## config.mk

```make
export PLATFORM = sky130hd
export DESIGN_NAME = uart_tx
export DESIGN_NICKNAME = d
export VERILOG_FILES = /design/src/rtl/uart_pkg.sv /design/src/rtl/uart_tx.sv
export SDC_FILE = /design/constraint.sdc
export NUM_CORES = 1
export LEC_CHECK = 0
export CAP_MARGIN = 20
export CORE_ASPECT_RATIO = 1.2
export CORE_MARGIN = 5
export CORE_UTILIZATION = 40
export CTS_CLUSTER_SIZE = 24
export DETAILED_ROUTE_END_ITERATION = 10
export SLEW_MARGIN = 10
export SYNTH_ARGS = -nofsm -noshare
export SYNTH_HDL_FRONTEND = slang
export SYNTH_SLANG_ARGS = --single-unit
```

## constraint.sdc

```tcl
create_clock -name clock -period 2.72 [get_ports clock]
set_clock_uncertainty 0.1 [all_clocks]
set_input_delay 0.544 -clock clock [delete_from_list [all_inputs] [get_ports clock]]
set_output_delay 0.544 -clock clock [all_outputs]
set_load 0.01 [all_outputs]
```

## src/rtl/uart_pkg.sv

```systemverilog
// Shared UART definitions: frame FSM state codes, parity_type bit positions, parity helper.
package uart_pkg;

    localparam int unsigned DATA_W      = 8;
    localparam int unsigned CNT_W       = 3;
    localparam int unsigned STATE_W     = 3;
    localparam int unsigned PAR_EN_BIT  = 1;
    localparam int unsigned PAR_ODD_BIT = 0;

    typedef enum logic [STATE_W-1:0] {
        IDLE   = 3'd0,
        START  = 3'd1,
        DATA   = 3'd2,
        PARITY = 3'd3,
        STOP1  = 3'd4,
        STOP2  = 3'd5
    } state_t;

    // Parity bit that makes the total count of ones even (odd=0) or odd (odd=1).
    function automatic logic parity_bit(input logic [DATA_W-1:0] data, input logic odd);
        return (^data) ^ odd;
    endfunction

endpackage

```

## src/rtl/uart_tx.sv

```systemverilog
// UART frame serializer: start, 8 data bits LSB first, optional parity, 1 or 2 stop bits.
// One bit per clock; txd/tx_rdy are registered from the next state so they track present_state.
module uart_tx
    import uart_pkg::*;
(
    input  logic              clock,
    input  logic              reset,
    input  logic              tx_en,
    input  logic [1:0]        parity_type,
    input  logic              nstop,
    output logic              txd,
    input  logic [DATA_W-1:0] data_in,
    input  logic              data_valid,
    output logic              tx_rdy
);

    state_t              present_state;
    state_t              next_state;
    logic [CNT_W-1:0]    cnt;
    logic [CNT_W-1:0]    cnt_next;
    logic [DATA_W-1:0]   data_q;
    logic [DATA_W-1:0]   data_d;
    logic [1:0]          par_q;
    logic [1:0]          par_d;
    logic                nstop_q;
    logic                nstop_d;
    logic                accept;
    logic                txd_next;
    logic                rdy_next;

    // Next-state, counter and shadow-register update.
    always_comb begin
        next_state = present_state;
        cnt_next   = cnt;
        accept     = 1'b0;
        case (present_state)
            IDLE: begin
                if (tx_en && data_valid) begin
                    next_state = START;
                    accept     = 1'b1;
                end
            end
            START: begin
                next_state = DATA;
                cnt_next   = '0;
            end
            DATA: begin
                cnt_next = CNT_W'(cnt + CNT_W'(1));
                if (cnt == CNT_W'(DATA_W - 1)) begin
                    next_state = par_q[PAR_EN_BIT] ? PARITY : STOP1;
                end
            end
            PARITY:  next_state = STOP1;
            STOP1:   next_state = nstop_q ? STOP2 : IDLE;
            STOP2:   next_state = IDLE;
            default: next_state = IDLE;
        endcase

        data_d  = accept ? data_in     : data_q;
        par_d   = accept ? parity_type : par_q;
        nstop_d = accept ? nstop       : nstop_q;
    end

    // Moore output decode of the state being entered.
    always_comb begin
        txd_next = 1'b1;
        rdy_next = 1'b0;
        case (next_state)
            IDLE:    rdy_next = 1'b1;
            START:   txd_next = 1'b0;
            DATA:    txd_next = data_d[cnt_next];
            PARITY:  txd_next = parity_bit(data_d, par_d[PAR_ODD_BIT]);
            default: txd_next = 1'b1;
        endcase
    end

    always_ff @(posedge clock) begin
        if (reset) begin
            present_state <= IDLE;
            cnt           <= '0;
            data_q        <= '0;
            par_q         <= '0;
            nstop_q       <= 1'b0;
            txd           <= 1'b1;
            tx_rdy        <= 1'b1;
        end else begin
            present_state <= next_state;
            cnt           <= cnt_next;
            data_q        <= data_d;
            par_q         <= par_d;
            nstop_q       <= nstop_d;
            txd           <= txd_next;
            tx_rdy        <= rdy_next;
        end
    end

endmodule

```

-- Word-level counts from Yosys, hierarchy flattened
Index checks and enable logic that the tools add are counted.
- $add $sub $neg: 1
- magnitude comparators: 1
- equality and inequality tests: 8
- muxes and demuxes: 14
- bitwise gates (word level): 1
- reduce and logical (&&, ||, !) cells: 4
- operators with widths (kind ; count):
    3-bit case mux with 5 select lines ; 1
    3-bit by 2-bit equality test with 1-bit output (second input constant) ; 4
    3-bit 2-to-1 mux ; 4
    8-bit 2-to-1 mux ; 1
    8-bit parity ; 1
    3-bit by 1-bit equality test with 1-bit output (second input constant) ; 2
    3-bit equality test (second input constant) ; 2
    3-bit zero test ; 2
    3-bit case mux with 2 select lines ; 1
    1-bit 2-to-1 mux ; 5
    3-bit by 4-bit less-than comparator with 1-bit output (second input constant) ; 1
    3-bit by 1-bit adder with 3-bit output (second input constant) ; 1
    1-bit binary-select mux with 3-bit select ; 1
    1-bit case mux with 3 select lines ; 1
    1-bit logical AND ; 1
    1-bit bitwise XOR ; 1
- flip-flop bits (word level): 19
- input bits: 15
- output and inout port bits: 2
- word-level logic and storage cells: 37

-- Logic depth before layout (Yosys ltp)
Gate-level depths: netlist (run 1).
- word-level depth: 7
- mapped depth: 8
- mapped depth without buffers: 7

-- Least setup slack after synthesis (run 1)
OpenSTA, ideal clock, no wires.
- path type: reg-to-reg
- from: register present_state[1]
- to: register txd
- data arrival time: 1.920 ns
- required time: 2.546 ns
- setup slack: 0.626 ns
- stages on the path, launching flop included: 8
- path buffers: 1
- period minus slack after synthesis: 2.094 ns
- path through: dfxtp_1 > buf_6 > a21o_4 > a221oi_4 > mux2i_1 > mux2_2 > o311a_1 > a31oi_1
- word-level cells in the longest chain between the ends: 6
- RTL lines (item ; line ; source):
    from (decl) ; uart_tx.sv:17 ; state_t present_state;
    from (signal assigned) ; uart_tx.sv:87 ; present_state <= next_state;
    3-bit zero test ; uart_tx.sv:36 ; case (present_state)
    1-bit 2-to-1 mux ; uart_tx.sv:36 ;
    8-bit 2-to-1 mux ; uart_tx.sv:59 ; data_d = accept ? data_in : data_q;
    1-bit binary-select mux with 3-bit select / 8-bit parity (equally long branches) ; uart_tx.sv:71, uart_pkg.sv:21 ;
    1-bit 2-to-1 mux (implied by the code) / 1-bit bitwise XOR (equally long branches) ; uart_tx.sv:71, uart_pkg.sv:21 ;
    1-bit case mux with 3 select lines (*) ; uart_tx.sv:68 ; case (next_state)
    to (signal assigned) ; uart_tx.sv:92 ; txd <= txd_next;
    to (decl) ; uart_tx.sv:11 ; output logic txd,
Mark *: on every way between the ends. The rest lies on a longest branch, timed or not. The select of a mux whose other input is x is not followed.
A chain may end at the register's enable or synchronous reset.

-- Worst setup path in the final report (run 1)
Same ends and word-level chain as after synthesis.

==> results.cfg, run 1 <==
[yosys]
synth_nets = 145
synth_top_family_by_area = simple AND/OR/NAND/NOR gates
synth_seq_cells = 19
syn-instance-count = 128
synthAdderAreaFrac_pct = 2.24
yosysUniqueCellTypes = 30
syn_area_um2 = 1120
yosysSeqAreaShare_pct = 34.1
muxShareOfSynthArea_pct = 9.98
syn_area_per_cell_um2 = 8.72
yosysWarnings = 0
synthXorXnorAreaFrac_pct = 13.5
synth_compound_area_share_pct = 18.2
synthSimpleGateAreaFrac_pct = 18.6

[cts]
post-cts-setup-buffers = 0
cts_buffers = 3
clkTransAtPathRegs_ns = 0.11
clk_latency_ns = 0.29
cts_buffer_depth = 2
clock_sinks = 19
cts_tree = done
htreeDepth = 1
hold_buffers = 0
cts_root_buf = clkbuf_4
cts-resized-gates = 0

[route]
antenna_left = 0
post_drt_wl_per_cell_um = 13.3
vias = 929
drt_iter0_drc = 16
dr.pass1.iters = 4
wl_mm = 2.40
viasPerCell = 5.16
drc = 0

[setup_path]
cp.required_ns = 2.84
worstPathMaxFanout = 9
worst_setup_path_end_kind = flop
crit_arrival_ns = 2.28
worst_setup_path_start_kind = flop
critPathKind = reg2reg

[placement]
place_congestion = 0.738
hpwl_mm = 1.84
io_buffers = 16

[global_route]
gr-usage-all-layers_pct = 13.4
grt_pass1_wl_mm = 3.99
grt_max_degree = 17
antenna_found_initial = 0
grt_overflow = 0
grt_pass1_vias = 890

[power_and_ir_drop]
p_int_mw = 0.436
power_mw = 0.601
powerDensity_nw_per_um2 = 447
vdd_drop_max_v = 0.000354
leakagePower_nw = 0.573
p_switching_mw = 0.165
clkPwrFrac_pct = 23.9
p_sw_share_pct = 27.4
power_frac_comb_pct = 25.5
seqPwrFrac_pct = 50.7

[timing]
final_max_slew_viol_count = 0
tightest_slew_ns = 0.474
finalHoldViolCount = 0
min_period_over_period_pct = 79.1
slew_headroom_pct = 68.3
setup_viol = 0
rsz0062_at_grt = no
fmax_mhz = 465
hold_slack_ns = 0.377
min_period_ns = 2.15
fin_setup_tns_ns = 0

[floorplanning]
initial_core_util_pct = 40.8
ios = 17
core_area_um2 = 2730
die_w_um = 58.2
num_rows = 21
die_y_um = 67.9
die_area_um2 = 3950

[final_layout]
layout_common_cells = nand2_1 (24), dfxtp_1 (19), a21oi_1 (17)
layout-drive-gt1-share_pct = 6.85
antenna_cells = 0
area_growth_pct = 20.4
layout_commonest_cell = nand2_1
nNetsFinal = 164

[flow_run]
max_cap_violations = 0

[hold_path]
hold_class = reg2reg

[outcome]
status = finished, final reports clean
[kinds of logic after synthesis]
logic type | Yosys count
adders and majority gates | 2
buffers and inverters | 8
DFF | 19
xor gates and xnor gates | 14
AOI/OAI and AO/OA | 29
and+or+nand+nor | 45
muxes | 11
[path summary, 6_finish.rpt]
kind | from | end | slack, ns | depth (start not counted)
hold reg to reg | nstop_q | nstop_q | 0.38 | 2
setup / recovery | present_state[1] | txd | 0.57 | 6
setup reg to reg | present_state[1] | txd | 0.57 | 6
hold / removal | nstop_q | nstop_q | 0.38 | 2
[metal layers]
metal,share of wire [%],global-route usage [%]
met1,46,17.1
met2,50,21.9
met3,3.1,2.45
met4,0.67,6.09
met5,0,0
[power groups by stage]
stage	combinational [mW]	sequential [mW]	clock, mW
3_3_place_gp	0.151	0.310	0
2_1_floorplan	0.104	0.308	0
5_1_grt	0.169	0.307	0.165
3_5_place_dp	0.154	0.311	0
4_1_cts	0.154	0.305	0.152
6_report	0.153	0.304	0.143
[cell type report]
| class | count | area (um2) |
|---|---|---|
| Fill cell | 284 | 1390 |
| Inverter | 2 | 7.51 |
| Sequential cell | 19 | 380 |
| Clock buffer | 4 | 26.3 |
| Tap cell | 34 | 42.5 |
| Timing Repair Buffer | 20 | 190 |
| Multi-Input combinational cell | 101 | 697 |
[cell usage after synthesis]
master     count  share of area [%]
a21o_4         1                1.3
a31oi_1        1               0.56
mux2_2         1                1.0
nand4b_1       2                1.6
mux2i_1       10                9.0
and4b_1        1               0.90
dfxtp_1       19                 34
xor2_1         4                3.1
o311a_1        1               0.90
a21o_1         1               0.67
a21oi_1       17                7.6
clkbuf_1       4                1.3
o211ai_1       2                1.3
inv_1          2               0.67
xnor2_1        8                6.3
a22oi_1        1               0.67
a221oi_4       1                2.4
buf_2          1               0.45
a21boi_0       1               0.67
nand2_1       24                8.1
a2bb2oi_1      2                1.6
ha_1           2                2.2
xnor3_1        2                4.0
nor3_1         3                1.3
o21ai_0        1               0.45
buf_6          1                1.0
nor3b_1        1               0.67
nand4_1        1               0.56
nor2b_1        5                2.8
nor2_1         8                2.7
[sequential cells by signal, indices dropped and copies added, names as in the netlist]
signal / cells
cnt: 3
data_q: 8
nstop_q: 1
par_q: 2
present_state: 3
tx_rdy: 1
txd: 1
[stage by stage]
| step | setup slack (ns) | utilization (%) | instances | area (um2) |
|---|---|---|---|---|
| after detailed placement | 0.396 | 48.2 | 176 | 1320 |
| final | 0.568 | 49.2 | 180 | 1340 |
| after global placement | 0.415 | 48.2 | 176 | 1320 |
| after floorplan | 0.626 | - | 128 | 1120 |
| after global routing | 0.443 | 49.2 | 180 | 1340 |
| after CTS | 0.554 | 49.2 | 180 | 1340 |
[worst max-delay path, stage by stage, from the launching register on]
cell and delay, ns:
dfxtp_1 0.54, nor2b_1 0.40, a221oi_4 0.14, mux2i_1 0.15, mux2_2 0.28, o311a_1 0.33, a31oi_1 0.13
No activity file was read; power rests on OpenSTA's default activity.
==> inputs of run 2 (changes only) <==
Clock period 2.72 ns to 1.85 ns, I/O delays scaled along.
==> results.cfg, run 2 (synthesis gave the netlist of run 1 again) <==
[outcome]
status = complete, but fails checks
violations = setup timing

[floorplanning]
num_rows = 21
die_area_um2 = 3950
die_w_um = 58.2
die_y_um = 67.9
ios = 17
initial_core_util_pct = 40.8
core_area_um2 = 2730

[global_route]
grt_max_degree = 12
grt_overflow = 0
grt_pass1_wl_mm = 4.48
grt_use_met2_pct = 26.6
use_met3_pct = 1.89
use_met1_pct = 17.1
busiest_layer = met2
grt_pass1_vias = 1060
gr-usage-all-layers_pct = 14.5
antenna_found_initial = 0

[cts]
hold_buffers = 0
clk_latency_ns = 0.29
clkTransAtPathRegs_ns = 0.12
htreeDepth = 1
cts_root_buf = clkbuf_4
cts_buffers = 3
cts_buffer_depth = 2
cts_tree = done
clock_sinks = 19

[placement]
place_congestion = 0.870
io_buffers = 16
placed_area_um2 = 1480
hpwl_mm = 2.12

[final_layout]
largest_register_ffs = 8
fin_area_um2 = 1540
area_growth_pct = 38.2
largest_register = data_q
layout-drive-gt1-share_pct = 22.5
nNetsFinal = 187
layout_common_cells = buf_4 (26), nand2_1 (24), dfxtp_1 (17)
reg.largest.list = data_q: 8 flops, cnt: 3 flops, present_state: 3 flops
layout_commonest_cell = buf_4
antenna_cells = 0
finish.utilization_pct = 56.5
fill_cells = 262

[route]
dr.pass1.iters = 4
drc = 0
wl_mm = 2.63
antenna_left = 0
drt_iter0_drc = 21
vias = 1030
viasPerCell = 5.07
post_drt_wl_per_cell_um = 13.0

[timing]
hold_slack_ns = 0.371
fin_setup_tns_ns = -0.0972
min_period_ns = 1.95
setup_viol = 1
fmax_mhz = 514
setup_ws_ns = -0.0972
final_max_slew_viol_count = 0
rsz0062_at_grt = yes
finalHoldViolCount = 0
tightest_slew_ns = 0.442
min_period_over_period_pct = 105
slew_headroom_pct = 70.4

[setup_path]
reg2reg_depth = 9
worstPathMaxFanout = 5
cp.required_ns = 1.94
critPathKind = reg2reg
worst_setup_path_end_kind = flop
crit_arrival_ns = 2.04
worst_setup_path_start_kind = flop

[hold_path]
hold_class = reg2reg
hold_depth = 2

[flow_run]
max_cap_violations = 0

[power_and_ir_drop]
powerDensity_nw_per_um2 = 601
power_mw = 0.926
vdd_drop_max_v = 0.000330
leakagePower_nw = 0.694
## run 2: cell types whose count changed in the layout (fill, tap and decap cells not counted), sizes merged
cell / change
buf: +23
## run 2: metrics by stage
step	std cells	worst slack (ns)
2_1_floorplan	128	-0.229
3_3_place_gp	197	-0.283
3_5_place_dp	197	-0.285
4_1_cts	203	-0.124
5_1_grt	203	-0.179
6_report	203	-0.0972
## run 2: per-layer routing
metal | part of all wire, % | up-vias
met1 | 45 | 479
met3 | 2.7 | 4
met4 | 1.1 | 0
li1 | - | 529
met5 | 0 | -
met2 | 51 | 18
## run 2: worst max-delay path, stage by stage, from the launching register on
cell and delay [ns]:
dfxtp_1 0.34, buf_4 0.15, ha_1 0.19, ha_2 0.26
a21oi_1 0.15, a2bb2oi_1 0.18, buf_4 0.16, nor2b_1 0.05
a22oi_1 0.19, a31oi_1 0.10
## run 2: worst paths after layout
path / from / end / slack, ns
setup / recovery: cnt[0] / txd / -0.1
hold / removal: nstop_q / nstop_q / 0.37
setup reg to reg: cnt[0] / txd / -0.1
hold reg to reg: nstop_q / nstop_q / 0.37
## run 2: timing repair
| action | in CTS | in global routing |
|---|---|---|
| buffers inserted | 2 | 0 |
| endpoints found under the setup margin | 1 | 3 |
| resized for setup | 5 | 4 |
| pin swaps | 4 | 3 |
## run 2: where the power goes
group,switching (mW),internal (mW),total (mW)
logic,0.108,0.159,0.267
registers,0.0143,0.428,0.442
clock network,0.134,0.0838,0.217
total,0.256,0.671,0.926
## run 2: layout make-up
class | instances | area, um2 | share of cell area, %
clock buffer | 4 | 26.3 | 1.70
inverter | 2 | 7.51 | 0.487
multi-input combinational | 101 | 712 | 46.1
sequential | 19 | 388 | 25.1
tap | 34 | 42.5 | 2.76
timing repair buffer | 43 | 367 | 23.8
==> inputs of run 3 (changes only) <==
Settings changed: ABC_AREA set to 0.
==> results of run 3 <==
Same layout as run 2: the final DEF is identical, and so are final timing and power.
